$ cat src/rtl/oldland_mem_arbiter.sv
// Round-robin arbiter sharing one memory port between the I-cache and D-cache refill buses.
// Optional slave watchdog is built when OLDLAND_ARB_TIMEOUT_EN is defined.
module oldland_mem_arbiter #(
    parameter int timeout_cycles = 255
) (
    input  logic        clk,
    input  logic        rst,

    input  logic        i_access,
    input  logic [29:0] i_addr,
    output logic [31:0] i_data,
    output logic        i_ack,
    output logic        i_error,

    input  logic        d_access,
    input  logic [29:0] d_addr,
    input  logic [3:0]  d_bytesel,
    input  logic        d_wr_en,
    input  logic [31:0] d_wr_val,
    output logic [31:0] d_data,
    output logic        d_ack,
    output logic        d_error,

    output logic        m_access,
    output logic [29:0] m_addr,
    output logic [3:0]  m_bytesel,
    output logic        m_wr_en,
    output logic [31:0] m_wr_val,
    input  logic [31:0] m_data,
    input  logic        m_ack,
    input  logic        m_error,

    output logic        busy,
    output logic [1:0]  dbg_state
);

    // Handshake: a master holds *_access until it sees its one-cycle *_ack or
    // *_error; the slave sees m_access held until it answers with m_ack/m_error.
    typedef enum logic [1:0] {
        IDLE    = 2'd0,
        GRANT_I = 2'd1,
        GRANT_D = 2'd2
    } state_t;

    state_t      state_q;
    logic        last_d_q;
    logic        m_access_q;
    logic [29:0] m_addr_q;
    logic [3:0]  m_bytesel_q;
    logic        m_wr_en_q;
    logic [31:0] m_wr_val_q;

    logic        grant_i_d;
    logic        grant_d_d;
    logic        slave_done_d;
    logic        timeout_hit_d;
    logic        xfer_done_d;
    logic        ack_d;
    logic        err_d;

    // On a tie the master that was not served last wins.
    assign grant_i_d    = i_access & (~d_access | last_d_q);
    assign grant_d_d    = d_access & (~i_access | ~last_d_q);
    assign slave_done_d = m_ack | m_error;

`ifdef OLDLAND_ARB_TIMEOUT_EN
    localparam logic [15:0] TIMEOUT_LAST = 16'(timeout_cycles - 1);
    logic [15:0] timer_q;

    assign timeout_hit_d = (state_q != IDLE) & ~slave_done_d & (timer_q == TIMEOUT_LAST);
`else
    logic unused_timeout_cfg;

    assign unused_timeout_cfg = ^32'(timeout_cycles);
    assign timeout_hit_d      = 1'b0;
`endif

    assign xfer_done_d = (state_q != IDLE) & (slave_done_d | timeout_hit_d);
    assign ack_d       = m_ack & ~m_error;
    assign err_d       = m_error | timeout_hit_d;

    // Responses are forwarded combinationally; reset suppresses them so an
    // abandoned transfer never completes.
    assign i_ack   = ~rst & (state_q == GRANT_I) & ack_d;
    assign i_error = ~rst & (state_q == GRANT_I) & err_d;
    assign d_ack   = ~rst & (state_q == GRANT_D) & ack_d;
    assign d_error = ~rst & (state_q == GRANT_D) & err_d;

    assign i_data    = m_data;
    assign d_data    = m_data;
    assign m_access  = m_access_q;
    assign m_addr    = m_addr_q;
    assign m_bytesel = m_bytesel_q;
    assign m_wr_en   = m_wr_en_q;
    assign m_wr_val  = m_wr_val_q;
    assign busy      = m_access_q;
    assign dbg_state = state_q;

    always_ff @(posedge clk) begin
        if (rst) begin
            state_q     <= IDLE;
            last_d_q    <= 1'b1;
            m_access_q  <= 1'b0;
            m_addr_q    <= 30'd0;
            m_bytesel_q <= 4'd0;
            m_wr_en_q   <= 1'b0;
            m_wr_val_q  <= 32'd0;
`ifdef OLDLAND_ARB_TIMEOUT_EN
            timer_q     <= 16'd0;
`endif
        end else begin
            case (state_q)
                IDLE: begin
                    if (grant_i_d) begin
                        state_q     <= GRANT_I;
                        last_d_q    <= 1'b0;
                        m_access_q  <= 1'b1;
                        m_addr_q    <= i_addr;
                        m_bytesel_q <= 4'b1111;
                        m_wr_en_q   <= 1'b0;
                        m_wr_val_q  <= 32'd0;
                    end else if (grant_d_d) begin
                        state_q     <= GRANT_D;
                        last_d_q    <= 1'b1;
                        m_access_q  <= 1'b1;
                        m_addr_q    <= d_addr;
                        m_bytesel_q <= d_bytesel;
                        m_wr_en_q   <= d_wr_en;
                        m_wr_val_q  <= d_wr_val;
                    end
`ifdef OLDLAND_ARB_TIMEOUT_EN
                    timer_q <= 16'd0;
`endif
                end
                GRANT_I, GRANT_D: begin
                    // The completion edge always drops back to IDLE, giving one idle cycle.
                    if (xfer_done_d) begin
                        state_q    <= IDLE;
                        m_access_q <= 1'b0;
                    end
`ifdef OLDLAND_ARB_TIMEOUT_EN
                    else begin
                        timer_q <= timer_q + 16'd1;
                    end
`endif
                end
                default: begin
                    state_q    <= IDLE;
                    m_access_q <= 1'b0;
                end
            endcase
        end
    end

endmodule
$ cat config.mk
export PLATFORM = sky130hd
export DESIGN_NAME = oldland_mem_arbiter
export DESIGN_NICKNAME = d
export VERILOG_FILES = /design/src/rtl/oldland_mem_arbiter.sv
export SDC_FILE = /design/constraint.sdc
export NUM_CORES = 1
export LEC_CHECK = 0
export ABC_AREA = 1
export CORE_MARGIN = 4
export CORE_UTILIZATION = 28
export CTS_CLUSTER_DIAMETER = 30
export DETAILED_ROUTE_END_ITERATION = 8
export DONT_BUFFER_PORTS = 1
export SYNTH_ARGS = -nofsm -noshare
export SYNTH_HDL_FRONTEND = slang
export SYNTH_SLANG_ARGS = --single-unit
$ cat constraint.sdc
create_clock -name clk -period 4.1 [get_ports clk]
set_input_delay 1.025 -clock clk [delete_from_list [all_inputs] [get_ports clk]]
set_output_delay 1.025 -clock clk [all_outputs]
set_load 0.01 [all_outputs]
### Yosys cells after proc, flatten, opt, wreduce, memory -nomap -nowiden

Cells that the tools add are included.
Widths: inputs -> output; s select.

| storage, ports and cells | value |
|---|---|
| output and inout bits | 139 |
| input bits | 135 |
| word-level logic and storage cells | 52 |
| register bits | 71 |

| operators by class | value |
|---|---|
| reductions and logical operators | 6 |
| eq/ne operators | 4 |
| bitwise gates (word level) | 18 |
| mux-type cells | 17 |

Operator list:

| operator | number |
|---|---|
| $mux 32 | 2 |
| $mux 30 | 2 |
| $and 1x1->1 | 10 |
| $mux 4 | 2 |
| $mux 1 | 6 |
| $mux 2 | 3 |
| $not 1->1 | 5 |
| $pmux 2 s2 | 1 |
| $reduce_and 2->1 | 2 |
| $reduce_bool 2->1 | 2 |
| $ne 3x3->1 const B | 1 |
| $or 1x1->1 | 3 |
| $eq 2x1->1 const B | 1 |
| $eq 2x2->1 const B | 1 |
| $logic_not 2->1 | 1 |
| $ne 2x2->1 const B | 1 |
| $pmux 1 s2 | 1 |
| $reduce_or 2->1 | 1 |

### Longest topological paths before layout

Gate-level depths: netlist (run 1).

| depth | value |
|---|---|
| depth in word-level cells | 6 |
| gate-level depth with buffers | 9 |
| depth with buffers taken out | 8 |

### Least setup slack after synthesis (run 1)

OpenSTA, ideal clock, no wires.

| timing | value |
|---|---|
| path kind | input -> output |
| start | input port rst |
| end | output port d_ack |
| slack | 1.411 ns |
| arrival | 1.664 ns |
| stages | 2 |
| data required time | 3.075 ns |
| buffers on the path | 1 |
| cells stage by stage | clkbuf_1 -> nor4_1 |

| between the ends | value |
|---|---|
| longest elaborated chain between the ends | 3 |

Ends and longest elaborated chain:

| what | RTL line | source |
|---|---|---|
| start: declaration | 7 | `input logic rst,` |
| $not 1->1 | 86 | `assign d_ack = ~rst & (state_q == GRANT_D) & ack_d;` |
| $and 1x1->1 (2 in a row) | 86 |  |
| end: declaration | 21 | `output logic d_ack,` |

No other way between the ends.

### Worst setup path after layout (run 1)

| timing | value |
|---|---|
| start | input port rst |
| end | output port i_ack |

| between the ends | value |
|---|---|
| longest elaborated chain between the ends | 3 |

Ends and longest elaborated chain:

| what | RTL line | source |
|---|---|---|
| $not 1->1 | 84 | `assign i_ack = ~rst & (state_q == GRANT_I) & ack_d;` |
| $and 1x1->1 (2 in a row) | 84 |  |
| end: declaration | 12 | `output logic i_ack,` |

No other way between the ends.

==> results.yml, run 1 <==
status:
  status: "finished clean"
logic_synthesis:
  yosys.area_share.simple_pct: 29.9
  mappedNetlistArea_um2: 3640
  synthAdderAreaFrac_pct: 1.03
  synth_cell_type_count: 19
  yosys-mux-area-fraction_pct: 0
  synth_cells: 507
  synth.yosys.seq_area_share_pct: 39.0
  avgSynthCellArea_um2: 7.19
  synthesis.nets: 645
  synth_top_family_by_area: "simple AND/OR/NAND/NOR gates"
  yosys_warnings: 0
  synth-seq-cells: 71
  synthXorXnorAreaFrac_pct: 0
  synth_compound_area_share_pct: 9.47
critical_path:
  arrival_ps: 1530
  crit_family: "simple AND/OR/NAND/NOR gates"
  cp_max_fo: 75
  cpPeakStageDelay_ps: 490
  critPathBufInv: 0
  crit_chain: "nor4_1"
  crit_path_start_kind: "primary input"
  reg2reg_depth: 6
  cp.depth: 1
  crit_path_end_kind: "output port"
  criticalPathCategory: "primary input to output port"
  critical-path-slowest-cell: "nor4_1"
  required_ps: 3070
grt:
  grt_pass1_vias: 2820
  grt_pass1_wl_um: 14700
  overflow: 0
  grt_max_degree: 76
  track_usage_pct: 12.8
  grt_antenna_before_repair: 0
power_and_ir_drop:
  switching_power_uw: 616
  p_int_uw: 1280
  ir_drop_mv: 0.162
  swShare_pct: 32.5
  p_clk_share_pct: 35.6
  p_comb_share_pct: 18.0
  pwr-share-seq_pct: 46.4
  leakagePower_uw: 0.00135
  power_density_nw_per_um2: 553
placement:
  io_buffers: 0
  preCtsSetupSlack_ps: 1320
  gp_congestion: 0.734
  hpwl_um: 6760
die:
  floorplan.initialDensity_pct: 28.8
  core_um2: 12700
  chipWidth_um: 122
  rows: 41
  io_pins: 274
  die_y_um: 122
  dieArea_um2: 14900
job:
  cap_violations: 0
routing:
  viasPerCell: 4.92
  dr.pass1.iters: 4
  drt-total-wl_um: 9850
  drt_iter0_markers: 170
  antenna_left: 0
  num_vias: 2912
  drc: 0
  avgRoutedWirePerCell_um: 16.6
clock_network:
  cts_tree: "done"
  numCtsBuffers: 9
  cts_resized: 0
  cts_buffer_depth: 2
  cts_max_level: 3
  cts.reportedPaths.clkPinSlew_ps: 50
  cts_sinks: 71
  cts_hold_buf: 0
  postCtsSetupBuffers: 0
  insertion_delay_ps: 330
  cts_root_buffer: "clkbuf_16"
sta:
  finalMaxSlewViolations: 0
  max_freq_mhz: 391
  timing.setup.tns_ps: 0
  finalSetupViolCount: 0
  period_share_pct: 62.4
  layout_setup_ws_ps: 1540
  grt_setup_unrepaired: "false"
  slew_headroom_pct: 29.7
  worst_pin_slew_ps: 1050
  hold_violations: 0
  finClkSkew_ps: 7.55
  min_period_ps: 2560
finish:
  layout.nets: 555
  utilization_pct: 27.0
  fill_cells: 1401
  final_common_cell: "nand2_1"
  area_growth_pct: -6.08
  drive_gt1_share_pct: 4.29
  antenna_cells: 0
  layout_common_cells: "nand2_1, dfxtp_1, a21oi_1"
worst_hold_path:
  hold_depth: 2
  min_path_type: "flop to flop"
## worst reg2reg max path: cells and delay by family (launching register included)
family | cells | cell delay [ps]
compound gates | 1 | 150
buf+inv | 1 | 630
flops | 1 | 390
simple gates | 4 | 900
## synthesized netlist by cell type
cell,count,area [um2]
a21oi_1,67,335
buf_2,12,60.1
buf_4,66,495
buf_6,7,78.8
clkbuf_1,19,71.3
dfxtp_1,71,1420
ha_1,3,37.5
inv_1,11,41.3
inv_2,1,3.75
nand2_1,163,612
nand2_2,1,6.26
nand2_4,1,11.3
nand3_1,30,150
nand3_2,1,10.0
nand4_1,35,219
nor2_1,5,18.8
nor3_1,10,50.1
nor4_1,2,12.5
o21ai_0,2,10.0
## final timing paths
check,from,slack [ps],endpoint
setup reg to reg,last_d_q$_SDFFE_PP1P_,1950,m_addr[25]$_SDFFE_PP0P_
setup / recovery,rst,1540,i_ack
hold reg to reg,m_addr[13]$_SDFFE_PP0P_,510,m_addr[13]$_SDFFE_PP0P_
hold / removal,m_addr[13]$_SDFFE_PP0P_,510,m_addr[13]$_SDFFE_PP0P_
## power groups by stage
stage	sequential (uW)	combinational, uW	clock, uW
finish	878	341	674
detailed placement	894	344	0
global placement	894	331	0
global route	889	396	729
CTS	881	345	704
floorplan	867	404	0
## routing by layer
layer | up-vias | part of all wire [%] | track usage (%)
li1 | 1423 | - | -
met4 | 0 | 3.4 | 7.77
met1 | 1304 | 36 | 13.3
met5 | - | 0 | 0
met3 | 32 | 13 | 5.80
met2 | 153 | 48 | 21.2
## state kept, by name, indices dropped and copies added (netlist names)
name,flops
busy,1
m_wr_en,1
m_bytesel,4
last_d_q,1
m_wr_val,32
dbg_state,2
m_addr,30
## cells by family after synthesis
kind of cell / Yosys count
compound gates: 69
fa+ha+maj: 3
buf+inv: 116
flops: 71
simple gates: 248
## cell type report
class	count	area, um2	area share (%)
Inverter	12	45.0	1.32
Clock buffer	12	236	6.91
Tap cell	172	215	6.29
Clock inverter	2	10.0	0.292
Multi-Input combinational cell	320	1470	43.0
Sequential cell	71	1420	41.5
Timing Repair Buffer	3	22.5	0.658
## through the flow
stage               hold WS, ps  cells  power [uW]  cell area, um2
floorplan                   483    507        1270            3640
global placement            497    578        1220            3180
detailed placement          498    578        1240            3180
CTS                         508    592        1930            3420
global route                526    592        2010            3420
finish                      506    592        1890            3420
Note: power is estimated with default switching activity, not from simulation.
==> run 2, diff against run 1 <==
==> constraint.sdc (replaced) <==
create_clock -name clk -period 2.1 [get_ports clk]
set_input_delay 0.525 -clock clk [delete_from_list [all_inputs] [get_ports clk]]
set_output_delay 0.525 -clock clk [all_outputs]
set_load 0.01 [all_outputs]
==> run 2 against run 1 <==
Setup slack got worse by 1400 ps. Routed wire length shrank 0.16%. Largest cell class unchanged. Register-to-register slack got worse by 1600 ps.
==> results.yml, run 2 (same netlist as run 1, synthesis figures left out) <==
finish:
  multi_input_area_um2: 1480
  final_common_cell: "nand2_1"
  area_growth_pct: -3.40
  layout_common_cells: "nand2_1, dfxtp_1, a21oi_1"
  seq_area_um2: 1420
  final_cells: 603
  drive_gt1_share_pct: 7.19
  antenna_cells: 0
  layout.nets: 564
  largest_register_ffs: 32
  fill_cells: 1411
critical_path:
  cp_max_fo: 4
  reg2reg_depth: 6
  cpPeakStageDelay_ps: 370
  required_ps: 1570
  crit_path_start_kind: "flop"
  crit_path_end: "i_ack"
  r2r_start: "dbg_state[1]$_SDFFE_PP0P_"
  crit_top_cell: "inv_1"
  crit_chain: "inv_1 -> ha_1 -> inv_1 -> nor4_2 -> buf_4"
  critical-path-slowest-cell: "dfxtp_1"
  startpoint: "dbg_state[1]$_SDFFE_PP0P_"
  crit_path_end_kind: "output port"
  critPathBufInv: 3
  arrival_ps: 1460
  rrSetupSlack_ps: 360
  criticalPathCategory: "flop to output port"
  cp.depth: 5
  r2r_end: "m_addr[28]$_SDFFE_PP0P_"
  crit_family: "flip-flops"
routing:
  viasPerCell: 4.82
  drc: 0
  dr.pass1.iters: 4
  drt_iter0_markers: 165
  antenna_left: 0
  drt-total-wl_um: 9830
  avgRoutedWirePerCell_um: 16.3
  num_vias: 2907
clock_network:
  cts.reportedPaths.clkPinSlew_ps: 60
  cts_tree: "done"
  numCtsBuffers: 9
  insertion_delay_ps: 330
  postCtsSetupBuffers: 0
  cts_max_level: 3
  cts_buffer_depth: 2
  cts_root_buffer: "clkbuf_16"
  cts_sinks: 71
placement:
  place_inst: 587
  preCtsSetupSlack_ps: 345
  hpwl_um: 7110
  gp_congestion: 0.785
  io_buffers: 0
die:
  rows: 41
  floorplan.initialDensity_pct: 28.8
  core_um2: 12700
  io_pins: 274
  die_y_um: 122
  chipWidth_um: 122
  dieArea_um2: 14900
power_and_ir_drop:
  leakagePower_uw: 0.00140
  power_density_nw_per_um2: 1080
  ir_drop_mv: 0.350
sta:
  period_share_pct: 94.4
  worst_pin_slew_ps: 601
  finClkSkew_ps: 11.2
  min_period_ps: 1980
  slew_headroom_pct: 59.9
  finalMaxSlewViolations: 0
  max_freq_mhz: 504
  timing.setup.tns_ps: 0
  finalSetupViolCount: 0
  layout_setup_ws_ps: 118
  hold_violations: 0
  whs_ps: 260
  grt_setup_unrepaired: "false"
grt:
  grt_antenna_before_repair: 0
  grt_pass1_vias: 2848
  track_usage_pct: 13.1
  grt_max_degree: 76
  overflow: 0
  grt_pass1_wl_um: 15100
worst_hold_path:
  hold_depth: 1
  min_path_type: "primary input to flop"
job:
  cap_violations: 0
status:
  status: "finished clean"
-- run 2: cell count changes in the layout (fill, tap and decap cells not counted), sizes merged --
| cell | delta |
|---|---|
| buf | +9 |
| clkbuf | +1 |
| clkinv | +1 |
-- run 2: per-layer routing --
metal,wire (um),vias to the layer above,global-route usage (%)
met5,0,-,0
met4,283,0,7.28
met3,1210,31,5.80
met2,4700,151,21.4
met1,3630,1280,14.1
li1,-,1445,-
-- run 2: repair_timing --
item | 4_1_cts | 5_1_grt
hold buffers | 0 | 0
endpoints found under the setup margin | 0 | 1
gates resized for setup | 0 | 2
-- run 2: per-stage QoR --
stage          utilization [%]  power (uW)  area (um2)
2_1_floorplan                -        2480        3640
3_3_place_gp              25.6        2430        3240
3_5_place_dp              25.6        2460        3240
4_1_cts                   27.7        3880        3510
5_1_grt                   27.8        4060        3520
6_report                  27.8        3800        3520
-- run 2: where the power goes --
part / total, uW / leakage (uW) / switching [uW] / internal, uW
clock network: 1370 / 0.000134 / 543 / 829
logic: 712 / 0.000685 / 480 / 231
registers: 1710 / 0.000584 / 201 / 1510
total: 3800 / 0.00140 / 1220 / 2570
-- run 2: worst min-delay path by stage --
stage	start	slack, ps	to
6_report	rst	260	m_addr[5]$_SDFFE_PP0P_
5_1_grt	rst	230	m_addr[5]$_SDFFE_PP0P_
3_5_place_dp	m_wr_en$_SDFFE_PP0P_	500	m_wr_en$_SDFFE_PP0P_
2_1_floorplan	m_wr_en$_SDFFE_PP0P_	480	m_wr_en$_SDFFE_PP0P_
3_3_place_gp	m_wr_val[8]$_SDFFE_PP0P_	500	m_wr_val[8]$_SDFFE_PP0P_
4_1_cts	rst	240	m_addr[5]$_SDFFE_PP0P_
-- run 2: worst register-to-register path: cells and delay by family (launching register included) --
| family | cells | cell delay [ps] |
|---|---|---|
| fa+ha+maj | 1 | 300 |
| simple gates | 2 | 260 |
| compound gates | 1 | 160 |
| buf+inv | 2 | 580 |
| flops | 1 | 370 |
-- run 2: area by class of cell --
| class | instances | area share (%) |
|---|---|---|
| clock inverter | 3 | 0.533 |
| sequential | 71 | 40.4 |
| tap | 172 | 6.11 |
| clock buffer | 13 | 7.11 |
| inverter | 12 | 1.28 |
| timing repair buffer | 12 | 2.56 |
| multi-input combinational | 320 | 42.0 |
==> run 3, diff against run 2 <==
--- a/config.mk
+++ b/config.mk
@@ -5,7 +5,6 @@
 export SDC_FILE = /design/constraint.sdc
 export NUM_CORES = 1
 export LEC_CHECK = 0
-export ABC_AREA = 1
 export CORE_MARGIN = 4
 export CORE_UTILIZATION = 28
 export CTS_CLUSTER_DIAMETER = 30
==> run 3 against run 2 <==
Total power up 23%. Cell count down 22%. Synthesized cell count down 21%. Worst hold slack better by 27 ps. Area after synthesis down 6.9%. Sequential power up 9.9%. Design area down 3.1%. Count of clock-buffer cells in the layout down 2.
==> results.yml, run 3 <==
power_and_ir_drop:
  leakagePower_uw: 0.00121
  power_density_nw_per_um2: 1370
  finalPower_uw: 4680
  ir_drop_mv: 0.376
critical_path:
  critical-path-slowest-cell: "dfxtp_1"
  required_ps: 1570
  criticalPathCategory: "flop to output port"
  crit_chain: "inv_1 -> ha_1 -> nor4bb_2 -> buf_4"
  crit_path_end_kind: "output port"
  cp_max_fo: 4
  cpPeakStageDelay_ps: 380
  arrival_ps: 1470
  crit_path_start_kind: "flop"
finish:
  antenna_cells: 0
  seq_area_um2: 1420
  fill_cells: 1230
  area_growth_pct: 0.590
  drive_gt1_share_pct: 9.82
  final_common_cell: "dfxtp_1"
  multi_input_area_um2: 1310
  layout.nets: 459
  layout_common_cells: "dfxtp_1, o21ai_0, nor2_1, a21oi_1, a32oi_1"
  largest_register_ffs: 32
die:
  dieArea_um2: 13900
  core_um2: 11700
  die_y_um: 118
  floorplan.initialDensity_pct: 29.1
  chipWidth_um: 118
  io_pins: 274
  rows: 39
clock_network:
  postCtsSetupBuffers: 0
  cts_tree: "done"
  cts_max_level: 3
  cts_hold_buf: 0
  cts_sinks: 71
  cts.reportedPaths.clkPinSlew_ps: 60
  numCtsBuffers: 9
  cts_resized: 0
  insertion_delay_ps: 320
  cts_buffer_depth: 2
  cts_root_buffer: "clkbuf_16"
sta:
  worst_pin_slew_ps: 620
  timing.setup.tns_ps: 0
  max_freq_mhz: 501
  period_share_pct: 95.0
  finalSetupViolCount: 0
  finalMaxSlewViolations: 0
  hold_violations: 0
  min_period_ps: 1990
  finClkSkew_ps: 7.80
  grt_setup_unrepaired: "false"
  slew_headroom_pct: 58.5
worst_hold_path:
  min_path_type: "primary input to flop"
status:
  status: "finished clean"
grt:
  grt_max_degree: 41
  grt_pass1_wl_um: 16400
  overflow: 0
  grt_antenna_before_repair: 0
  track_usage_pct: 14.6
  grt_pass1_vias: 2639
logic_synthesis:
  synth_cell_type_count: 29
  synth_cells: 402
  yosys_warnings: 0
  ys_top_cells_by_area: "dfxtp_1, buf_4, o21ai_0"
  synth.yosys.seq_area_share_pct: 41.9
  yosysMostFrequentCell: "dfxtp_1"
  mappedNetlistArea_um2: 3390
  synth_flop_cell: "dfxtp_1"
  synthesis.nets: 540
  synth_commonest_cells: "dfxtp_1, buf_4, o21ai_0"
  synth-seq-cells: 71
  synth_top_cell_by_area: "dfxtp_1"
  synth_edf_count: 0
  synthArstFlopShare_pct: 0
  synthDominantCellAreaShare_pct: 41.9
  avgSynthCellArea_um2: 8.44
routing:
  antenna_left: 0
  num_vias: 2689
  drc: 0
  viasPerCell: 5.73
  avgRoutedWirePerCell_um: 22.7
  drt-total-wl_um: 10600
  drt_iter0_markers: 161
  dr.pass1.iters: 6
placement:
  gp_congestion: 0.722
  hpwl_um: 7840
  io_buffers: 0
job:
  cap_violations: 0
run 3: critical path, delay by kind of cell, from the launching register on:
kind | cells | cell delay (ps)
adders and majority gates | 1 | 200
DFF | 1 | 380
buffers and inverters | 2 | 270
and+or+nand+nor | 1 | 300
run 3: layer usage:
layer / track usage [%] / vias up / share of wire, %
li1: - / 1227 / -
met1: 16.8 / 1263 / 38
met2: 23.7 / 173 / 49
met3: 6.01 / 26 / 9.9
met4: 6.52 / 0 / 3.0
met5: 0.368 / - / 0
run 3: layout make-up:
type	count	area share [%]
inverter	8	0.880
sequential	71	41.7
multi-input combinational	220	38.3
tap	143	5.24
clock buffer	11	7.40
timing repair buffer	11	2.79
clock inverter	5	3.74
run 3: cells by family after synthesis:
| family | after synthesis | synth area share [%] |
|---|---|---|
| AND/OR/NAND/NOR | 47 | 6.23 |
| buffers and inverters | 111 | 20.2 |
| flip-flops | 71 | 41.9 |
| AO/OA/AOI/OAI | 170 | 30.6 |
| adder cells (fa/ha/maj) | 3 | 1.11 |
run 3: worst paths after layout:
path                             start                 endpoint  slack, ps  depth (start not counted)
max reg2reg  dbg_state[1]$_SDFFE_PP0P_  m_addr[14]$_SDFFE_PP0P_        320                          7
min reg2reg      last_d_q$_SDFFE_PP1P_    last_d_q$_SDFFE_PP1P_        500                          1
max          dbg_state[1]$_SDFFE_PP0P_                    i_ack        110                          4
min                                rst        busy$_SDFFE_PP0P_        290                          1
run 3: through the flow:
step	hold slack (ps)	worst slack [ps]	utilization [%]	cells	area, um2
after floorplan	465	411	-	402	3390
after global placement	477	345	25.9	453	3020
after detailed placement	481	233	25.9	453	3020
after CTS	259	54.1	29.2	469	3400
after global routing	262	25.6	29.3	469	3410
final	287	106	29.3	469	3410
run 3: power breakdown:
part	switching (uW)	internal, uW	total (uW)
clock network	566	1350	1910
logic	557	333	891
registers	296	1580	1880
